==> src/rtl/deser_field.sv <==
// deser_field: protobuf wire-format field deserializer.
// Decodes one field per record from a byte stream (tag varint followed by a
// varint, fixed64, fixed32 or length prefix) and presents
// {field_id, wire_type, value} on a valid/ready output. For length-delimited
// fields only the length is emitted; the payload bytes belong to a downstream
// handler, so the next byte accepted here is parsed as a new tag.
// Optional build macro DESER_ZIGZAG_EN adds port zz_en, which selects sint64
// zigzag decoding of wire-type-0 values when it is high at the final tag byte.

module deser_field #(
    parameter int MAX_VARINT_BYTES = 10,
    parameter int FIELD_ID_W       = 29
) (
    input  logic                  clk,
    input  logic                  reset,
    input  logic                  in_valid,
    input  logic [7:0]            in_byte,
    output logic                  in_ready,
    output logic                  out_valid,
    input  logic                  out_ready,
    output logic [FIELD_ID_W-1:0] field_id,
    output logic [2:0]            wire_type,
    output logic [63:0]           value,
    output logic                  error,
    output logic                  busy
`ifdef DESER_ZIGZAG_EN
    ,
    input  logic                  zz_en
`endif
);

    typedef enum logic [2:0] {
        S_TAG    = 3'd0,
        S_VARINT = 3'd1,
        S_FIXED  = 3'd2,
        S_EMIT   = 3'd3,
        S_ERROR  = 3'd4
    } state_t;

    // Index of the last permitted value-varint byte, and of the last tag byte.
    localparam logic [3:0] LAST_VBYTE = 4'(MAX_VARINT_BYTES - 1);
    localparam logic [3:0] LAST_TBYTE = 4'd4;

    state_t          state;
    logic [63:0]     acc;    // value being assembled for the current field
    logic [3:0]      cnt;    // bytes already accepted in the current phase
    logic            fix8;   // FIXED phase length: 1 = 8 bytes, 0 = 4 bytes
`ifdef DESER_ZIGZAG_EN
    logic            zz;     // zz_en captured at the terminating tag byte
`endif

    logic                  take;
    logic [6:0]            vshift;
    logic [71:0]           vwide;
    logic [63:0]           vacc;
    logic                  vovf;
    logic [31:0]           tag;
    logic [FIELD_ID_W-1:0] tag_id;
    logic [63:0]           facc;
    logic                  fix_last;
    logic [63:0]           vresult;

    // sint64 zigzag decode: 0,1,2,3 -> 0,-1,1,-2.
    function automatic logic [63:0] zigzag(input logic [63:0] raw);
        return (raw >> 1) ^ (64'd0 - {63'd0, raw[0]});
    endfunction

    // Input is only accepted while parsing; reset also forces it low.
    assign in_ready = reset && ((state == S_TAG) || (state == S_VARINT) || (state == S_FIXED));
    assign take     = in_valid && in_ready;
    assign busy     = (state != S_TAG) || (cnt != 4'd0);

    // Varint byte i contributes its 7 payload bits at bit 7*i. The extra
    // upper bits of vwide catch payload that would land above bit 63.
    assign vshift = 7'(cnt) * 7'd7;
    assign vwide  = {65'd0, in_byte[6:0]} << vshift;
    assign vacc   = acc | vwide[63:0];
    assign vovf   = |vwide[71:64];

    // Tag bits above 31 are dropped; field number is everything above the type.
    assign tag    = vacc[31:0];
    assign tag_id = FIELD_ID_W'(tag[31:3]);

    // Fixed-width values are little-endian: byte k lands at bits 8k+7:8k.
    assign facc     = acc | ({56'd0, in_byte} << {cnt[2:0], 3'b000});
    assign fix_last = (cnt[2:0] == (fix8 ? 3'd7 : 3'd3));

`ifdef DESER_ZIGZAG_EN
    assign vresult = (zz && (wire_type == 3'd0)) ? zigzag(vacc) : vacc;
`else
    assign vresult = vacc;
`endif

    // Field-parsing state machine; all outputs except in_ready/busy are registered.
    // NOTE: every assignment in this clocked block is non-blocking so each
    // register samples the pre-edge value of the others, as real flops do.
    always_ff @(posedge clk or negedge reset) begin
        if (!reset) begin
            state     <= S_TAG;
            acc       <= 64'd0;
            cnt       <= 4'd0;
            fix8      <= 1'b0;
            out_valid <= 1'b0;
            field_id  <= '0;
            wire_type <= 3'd0;
            value     <= 64'd0;
            error     <= 1'b0;
`ifdef DESER_ZIGZAG_EN
            zz        <= 1'b0;
`endif
        end else begin
            case (state)
                S_TAG: begin
                    if (take) begin
                        if (in_byte[7]) begin
                            // Continuation: a 5th byte that still continues is illegal.
                            if (cnt == LAST_TBYTE) begin
                                state <= S_ERROR;
                                error <= 1'b1;
                            end else begin
                                acc <= vacc;
                                cnt <= cnt + 4'd1;
                            end
                        end else begin
                            field_id  <= tag_id;
                            wire_type <= tag[2:0];
                            acc       <= 64'd0;
                            cnt       <= 4'd0;
`ifdef DESER_ZIGZAG_EN
                            zz        <= zz_en;
`endif
                            if (tag_id == '0) begin
                                state <= S_ERROR;
                                error <= 1'b1;
                            end else begin
                                case (tag[2:0])
                                    3'd0, 3'd2: state <= S_VARINT;
                                    3'd1: begin
                                        state <= S_FIXED;
                                        fix8  <= 1'b1;
                                    end
                                    3'd5: begin
                                        state <= S_FIXED;
                                        fix8  <= 1'b0;
                                    end
                                    default: begin
                                        // Start/end group and reserved types.
                                        state <= S_ERROR;
                                        error <= 1'b1;
                                    end
                                endcase
                            end
                        end
                    end
                end

                S_VARINT: begin
                    if (take) begin
                        if ((cnt == LAST_VBYTE) && (in_byte[7] || vovf)) begin
                            state <= S_ERROR;
                            error <= 1'b1;
                        end else if (in_byte[7]) begin
                            acc <= vacc;
                            cnt <= cnt + 4'd1;
                        end else begin
                            value     <= vresult;
                            out_valid <= 1'b1;
                            state     <= S_EMIT;
                            acc       <= 64'd0;
                            cnt       <= 4'd0;
                        end
                    end
                end

                S_FIXED: begin
                    if (take) begin
                        if (fix_last) begin
                            value     <= facc;
                            out_valid <= 1'b1;
                            state     <= S_EMIT;
                            acc       <= 64'd0;
                            cnt       <= 4'd0;
                        end else begin
                            acc <= facc;
                            cnt <= cnt + 4'd1;
                        end
                    end
                end

                S_EMIT: begin
                    // Outputs hold until the consumer takes them.
                    if (out_ready) begin
                        out_valid <= 1'b0;
                        state     <= S_TAG;
                        acc       <= 64'd0;
                        cnt       <= 4'd0;
                    end
                end

                S_ERROR: begin
                    // Sticky until reset; nothing is consumed or emitted.
                    error     <= 1'b1;
                    out_valid <= 1'b0;
                end

                default: begin
                    state <= S_ERROR;
                    error <= 1'b1;
                end
            endcase
        end
    end

endmodule

==> config.mk <==
export PLATFORM = sky130hd
export DESIGN_NAME = deser_field
export DESIGN_NICKNAME = d
export VERILOG_FILES = /design/src/rtl/deser_field.sv
export SDC_FILE = /design/constraint.sdc
export NUM_CORES = 1
export LEC_CHECK = 0
export ABC_CLOCK_PERIOD_IN_PS = 4400
export CAP_MARGIN = 20
export CORE_ASPECT_RATIO = 0.6
export CORE_UTILIZATION = 54
export DETAILED_ROUTE_END_ITERATION = 16
export PLACE_DENSITY = 0.78
export SLEW_MARGIN = 0
export SYNTH_ARGS = -nofsm -noshare
export SYNTH_HDL_FRONTEND = slang
export SYNTH_SLANG_ARGS = --single-unit
==> constraint.sdc <==
create_clock -name clk -period 4.4 [get_ports clk]
set_input_delay 0.44 -clock clk [delete_from_list [all_inputs] [get_ports clk]]
set_output_delay 0.44 -clock clk [all_outputs]
set_load 0.02 [all_outputs]
Yosys cells after proc, flatten, opt, wreduce, memory -nomap -nowiden
Index checks and enable logic that the tools add are counted.
{"block": "word_totals", "mem_count": 0, "romBits": 0, "output_inout_bits": 100, "latch_bits": 0, "mem_bits_rw": 0, "input_bits": 12, "ff_bits": 170}
{"block": "op_classes", "order_cmp": 0, "bitwise_logic": 6, "div_mod_pow": 0, "addsub": 1, "mux": 55, "eq_ne": 22, "n_shift": 2, "n_reduce_logical": 28, "n_mul": 1}
{"operator": "$mux W64", "n": 14}
{"operator": "$pmux W64 S4", "n": 1}
{"operator": "$or A64 B64 Y64", "n": 2}
{"operator": "$pmux W64 S2", "n": 1}
{"operator": "$shl A7 B7 Y72", "n": 1}
{"operator": "$shl A8 B6 Y64", "n": 1}
{"operator": "$mux W4", "n": 9}
{"operator": "$mux W3", "n": 11}
{"operator": "$logic_not A29 Y1", "n": 1}
{"operator": "$pmux W4 S4", "n": 1}
{"operator": "$pmux W3 S5", "n": 1}
{"operator": "$ne A2 B2 Y1 const B", "n": 7}
{"operator": "$reduce_and A7 Y1", "n": 2}
{"operator": "$mux W1", "n": 13}
{"operator": "$reduce_and A6 Y1", "n": 2}
{"operator": "$reduce_bool A4 Y1", "n": 3}
{"operator": "$eq A3 B2 Y1 const B", "n": 3}
{"operator": "$reduce_and A8 Y1", "n": 1}
{"operator": "$reduce_or A8 Y1", "n": 1}
{"operator": "$mul A4 B3 Y7 const B", "n": 1}
{"operator": "$eq A3 B1 Y1 const B", "n": 2}
{"operator": "$eq A3 B3 Y1 const B", "n": 2}
{"operator": "$logic_not A3 Y1", "n": 2}
{"operator": "$ne A3 B2 Y1 const B", "n": 2}
{"operator": "20 further kinds", "n": 31}

Logic depth before layout (Yosys ltp)
{"block": "depth", "ltp_word": 10, "ltp_mapped": 11, "mapped_depth_nobuf": 8}

Least setup slack after synthesis
Ideal clock, no wire load.
{"block": "synth_path", "kind": "register to register", "startpoint": "reg cnt[1]", "endpoint": "reg value[44]", "required_time_ns": 4.275, "period_less_slack_ns": 2.631, "path_stages_with_launch": 12, "path_slack_ns": 1.769, "setup_time_ns": 0.125, "t_arrival_ns": 2.506, "cell_sequence": "dfrtp_1 > clkbuf_1 > inv_1 > ha_1 > nand3b_1 > a21o_1 > o221ai_2 > o32ai_4 > nand2_2 > buf_6 > buf_6 > mux2_4"}
{"block": "synth_between", "elab_chain_cells": 7}
{"element": "start, declared", "line_no": "46", "source": "logic [3:0] cnt;"}
{"element": "start signal, assigned", "line_no": "122", "source": "cnt <= cnt + 4'd1;"}
{"element": "start signal, assigned", "line_no": "164", "source": "cnt <= cnt + 4'd1;"}
{"element": "start signal, assigned", "line_no": "185", "source": "cnt <= cnt + 4'd1;"}
{"element": "$mul A4 B3 Y7", "line_no": "75", "source": "assign vshift = 7'(cnt) * 7'd7;"}
{"element": "$shl A7 B7 Y72", "line_no": "76", "source": "assign vwide = {65'd0, in_byte[6:0]} << vshift;"}
{"element": "$reduce_or A8 Y1 or $or A64 B64 Y64 (tied branches)", "line_no": "78, 77"}
{"element": "$logic_or A1 B1 Y1 or $mux W64 (tied branches)", "line_no": "159, 162"}
{"element": "$logic_and A1 B1 Y1 or $mux W64 (tied branches)", "line_no": "159", "source": "if ((cnt == LAST_VBYTE) && (in_byte[7] || vovf)) begin"}
{"element": "$ne A2 B2 Y1 (no source line) or $mux W64 (tied branches)"}
{"element": "$reduce_and A6 Y1 (no source line) or $pmux W64 S2 (tied branches)"}
{"element": "end signal, assigned", "line_no": "166", "source": "value <= vresult;"}
{"element": "end, declared", "line_no": "23", "source": "output logic [63:0] value,"}
Several ways; a longest one is shown, not always the timed one. The select of a mux whose other input is x is not followed.
A chain may end at the register's enable or synchronous reset.

Worst setup path in the final report
{"block": "layout_path", "startpoint": "reg cnt[0]", "endpoint": "reg value[26]"}
The elaborated chain is that of the path after synthesis.

==> flow_metrics.py <==
metrics = {
    "run_status": {
        "outcome": "finished clean",
    },
    "sta": {
        "final.period_utilization": 0.746,
        "timing_hold_violations_final": 0,
        "grt_setup_unrepaired": "no",
        "timing.hold.ws_ns": 0.481,
        "max_slew_margin": 0.275,
        "setup_viol": 0,
        "finClkSkew_ns": 0.0100,
        "shortest_clock_period_the_worst_path_allows_after_layout_ns": 3.28,
        "final.setup.tns_ns": 0,
        "final-max-slew-violation-count": 0,
        "maxClockFrequency_mhz": 305,
        "final.setup.worst_slack_ns": 1.12,
        "worst_slew_pin_slew_ns": 1.09,
    },
    "clocking": {
        "number_of_clock_sinks": 170,
        "clock_tree_from_tritoncts": "built",
        "cts_htree_levels": 4,
        "clk_root_buffer_cell": "sky130_fd_sc_hd__clkbuf_16",
        "total_clock_buffers_created_by_cts": 17,
        "cts.path.max_buffers": 2,
        "worstSkewPairLatency_ns": 0.44,
        "clock_transition_at_the_registers_of_the_reported_paths_ns": 0.07,
    },
    "route": {
        "vias_per_cell": 6.76,
        "ant_nets": 0,
        "avgRoutedWirePerCell_um": 23.3,
        "dr_total_vias": 7865,
        "first_iter_violations": 1044,
        "drt_first_pass_iters": 7,
        "wl_mm": 27.1,
        "route.detailed.drc": 0,
    },
    "setup_path": {
        "timing.reg2reg.setup_slack_ns": 1.12,
        "timing.critical_path.cells": "ha_1 > nand3b_1 > a21o_1 > o221ai_2 > o32ai_4 > buf_4 > nand2_2 > buf_4 > mux2_2",
        "critical_path_arrival_ns": 3.60,
        "crit_top_cell": "sky130_fd_sc_hd__buf_4",
        "worst-setup-path-type": "reg -> reg",
        "cp-end-kind": "flop",
        "cp_slowest_cell": "sky130_fd_sc_hd__dfrtp_1",
        "crit_required_ns": 4.72,
        "critical_path_peak_fanout": 21,
        "startpoint_type": "flop",
        "crit_path_max_incr_delay_ns": 0.72,
    },
    "global_routing": {
        "overall_track_demand_over_capacity_in_global_routing": 0.333,
        "grt_remaining_overflow": 0,
        "grt_antenna_before_repair": 0,
        "grt_first_pass_wirelength_mm": 42.6,
        "maximum_number_of_pins_on_one_net_before_global_route_repair": 74,
        "via_count_of_the_first_global_routing_pass": 7546,
    },
    "die": {
        "start_util": 0.563,
        "die_h_um": 101,
        "die_outline_area_um2": 16800,
        "design.core.area_um2": 15600,
        "design.portCount": 112,
        "floorplan.die.width_um": 167,
        "num_rows": 35,
    },
    "synthesis": {
        "synth_area_um2": 8800,
        "post_synth_num_cell_types": 63,
        "yosys.cell_count.top_type": "sky130_fd_sc_hd__dfrtp_1",
        "synth_enable_flop_cells": 0,
        "synth-seq-area-share": 0.483,
        "synth-async-reset-ratio": 1.00,
        "synthesis.instances": 859,
        "yosysWarningCount": 0,
        "synth_top_cells_by_count": "sky130_fd_sc_hd__dfrtp_1 (170), sky130_fd_sc_hd__a21oi_1 (105), sky130_fd_sc_hd__nand2_1 (60), sky130_fd_sc_hd__clkbuf_1 (58), sky130_fd_sc_hd__mux2i_1 (42)",
        "yosys.area.top_type": "sky130_fd_sc_hd__dfrtp_1",
        "synth_largest_type_area_fraction": 0.483,
        "syn_nets": 874,
        "synth.area.top_cells": "sky130_fd_sc_hd__dfrtp_1 (48%), sky130_fd_sc_hd__a21oi_1 (6.0%), sky130_fd_sc_hd__mux2_2 (5.1%), sky130_fd_sc_hd__mux2i_1 (4.8%), sky130_fd_sc_hd__o221ai_1 (3.6%)",
        "synth-main-ff-cell": "sky130_fd_sc_hd__dfrtp_1",
        "postSynthRegisterBits": 170,
        "synth_area_per_cell_um2": 10.2,
    },
    "finish": {
        "post_layout_nonfiller_instances": 1163,
        "final_design_area_no_fill_um2": 10800,
        "post_route_cells_drive_above_1_share": 0.141,
        "flow.area_growth_from_synthesis_pct": 22.2,
        "layout.filler_cells": 1190,
        "diodes": 0,
        "finalNetCount": 962,
    },
    "place": {
        "globalplace.congestion": 0.962,
        "placed_area_um2": 10100,
        "pre_cts_slack_ns": 0.816,
        "dpl.hpwl_mm": 17.9,
        "dpl.cell_count": 1130,
        "numPortBuffers": 111,
    },
    "job": {
        "count_of_maximum_capacitance_violations": 0,
    },
    "worst_hold_path": {
        "holdCritPathClass": "reg -> reg",
    },
    "power": {
        "total_leakage_power_nw": 4.52,
        "ir_worst_vdd_uv": 423,
        "powerDensity_nw_per_um2": 743,
    },
}
==> stage by stage <==
step | total power, W | utilization
2_1_floorplan | 0.00478 | -
3_3_place_gp | 0.00619 | 0.647
3_5_place_dp | 0.00627 | 0.647
4_1_cts | 0.00791 | 0.688
5_1_grt | 0.00837 | 0.688
6_report | 0.00798 | 0.688
==> state kept, by name, indices dropped and copies added, names as in the netlist <==
register,cells
acc,64
cnt,4
error,1
field_id,29
fix8,1
out_valid,1
state,3
value,64
wire_type,3
==> final timing paths <==
check | start | endpoint | cells past startpoint
worst max-delay path | cnt[0]$_DFFE_PN0P_ | value[26]$_DFFE_PN0P_ | 9
worst min-delay path | field_id[7]$_DFFE_PN0P_ | field_id[7]$_DFFE_PN0P_ | 2
worst max register to register | cnt[0]$_DFFE_PN0P_ | value[26]$_DFFE_PN0P_ | 9
worst min register to register | field_id[7]$_DFFE_PN0P_ | field_id[7]$_DFFE_PN0P_ | 2
max in group asynchronous | reset | acc[33]$_DFFE_PN0P_ | 4
min in group asynchronous | reset | value[51]$_DFFE_PN0P_ | 2
==> layout make-up <==
| class | count | area (um2) | area share |
|---|---|---|---|
| Clock buffer | 19 | 443 | 0.0412 |
| Clock inverter | 13 | 179 | 0.0166 |
| Timing Repair Buffer | 149 | 1400 | 0.130 |
| Multi-Input combinational cell | 593 | 4160 | 0.387 |
| Inverter | 16 | 60.1 | 0.00559 |
| Tap cell | 203 | 254 | 0.0236 |
| Sequential cell | 170 | 4250 | 0.396 |
==> worst max-delay path: cells and delay by family, from the launching register on <==
| kind | cells | cell delay [ns] |
|---|---|---|
| flops | 1 | 0.72 |
| compound gates | 3 | 0.62 |
| buf+inv | 2 | 0.62 |
| simple gates | 2 | 0.55 |
| mux | 1 | 0.38 |
| fa+ha+maj | 1 | 0.25 |
==> power by group <==
| group | internal, W | switching [W] |
|---|---|---|
| Clock | 0.000926 | 0.000689 |
| Combinational | 0.00156 | 0.00210 |
| Sequential | 0.00218 | 0.000532 |
==> repair_timing <==
item | 4_1_cts | 5_1_grt
endpoints found under the hold margin | 50 | 0
hold buffers | 1 | 0
buffers inserted | 0 | 0
gates resized for setup | 0 | 0
==> placed cells by master (no fill, tap or decap), drive strengths merged, types with 21 or more instances in the layout <==
cell	count
dfrtp	170
clkdlybuf4s50	110
a21oi	105
nand2	61
mux2	52
mux2i	42
o21ai	42
a31oi	41
buf	38
o21a	37
o221ai	37
nor2	32
inv	21
==> kinds of logic (layout without fill, tap and decap cells) <==
kind of cell	count (synthesis)	after routing	share of synthesized area
AOI/OAI and AO/OA	330	330	0.251
buffers and inverters	96	197	0.0451
and+or+nand+nor	165	165	0.0954
xor gates and xnor gates	1	1	0.000995
muxes	94	94	0.119
DFF	170	170	0.483
adders and majority gates	3	3	0.00427
==> metal layers <==
metal  GRT usage  vias up  routed length (um)
met3       0.114       46                3500
li1            -     3405                   -
met2       0.461      546               11100
met4      0.0954        0                 490
met5           0        -                   0
met1       0.490     3868               12000
(Power assumes the default switching activity.)
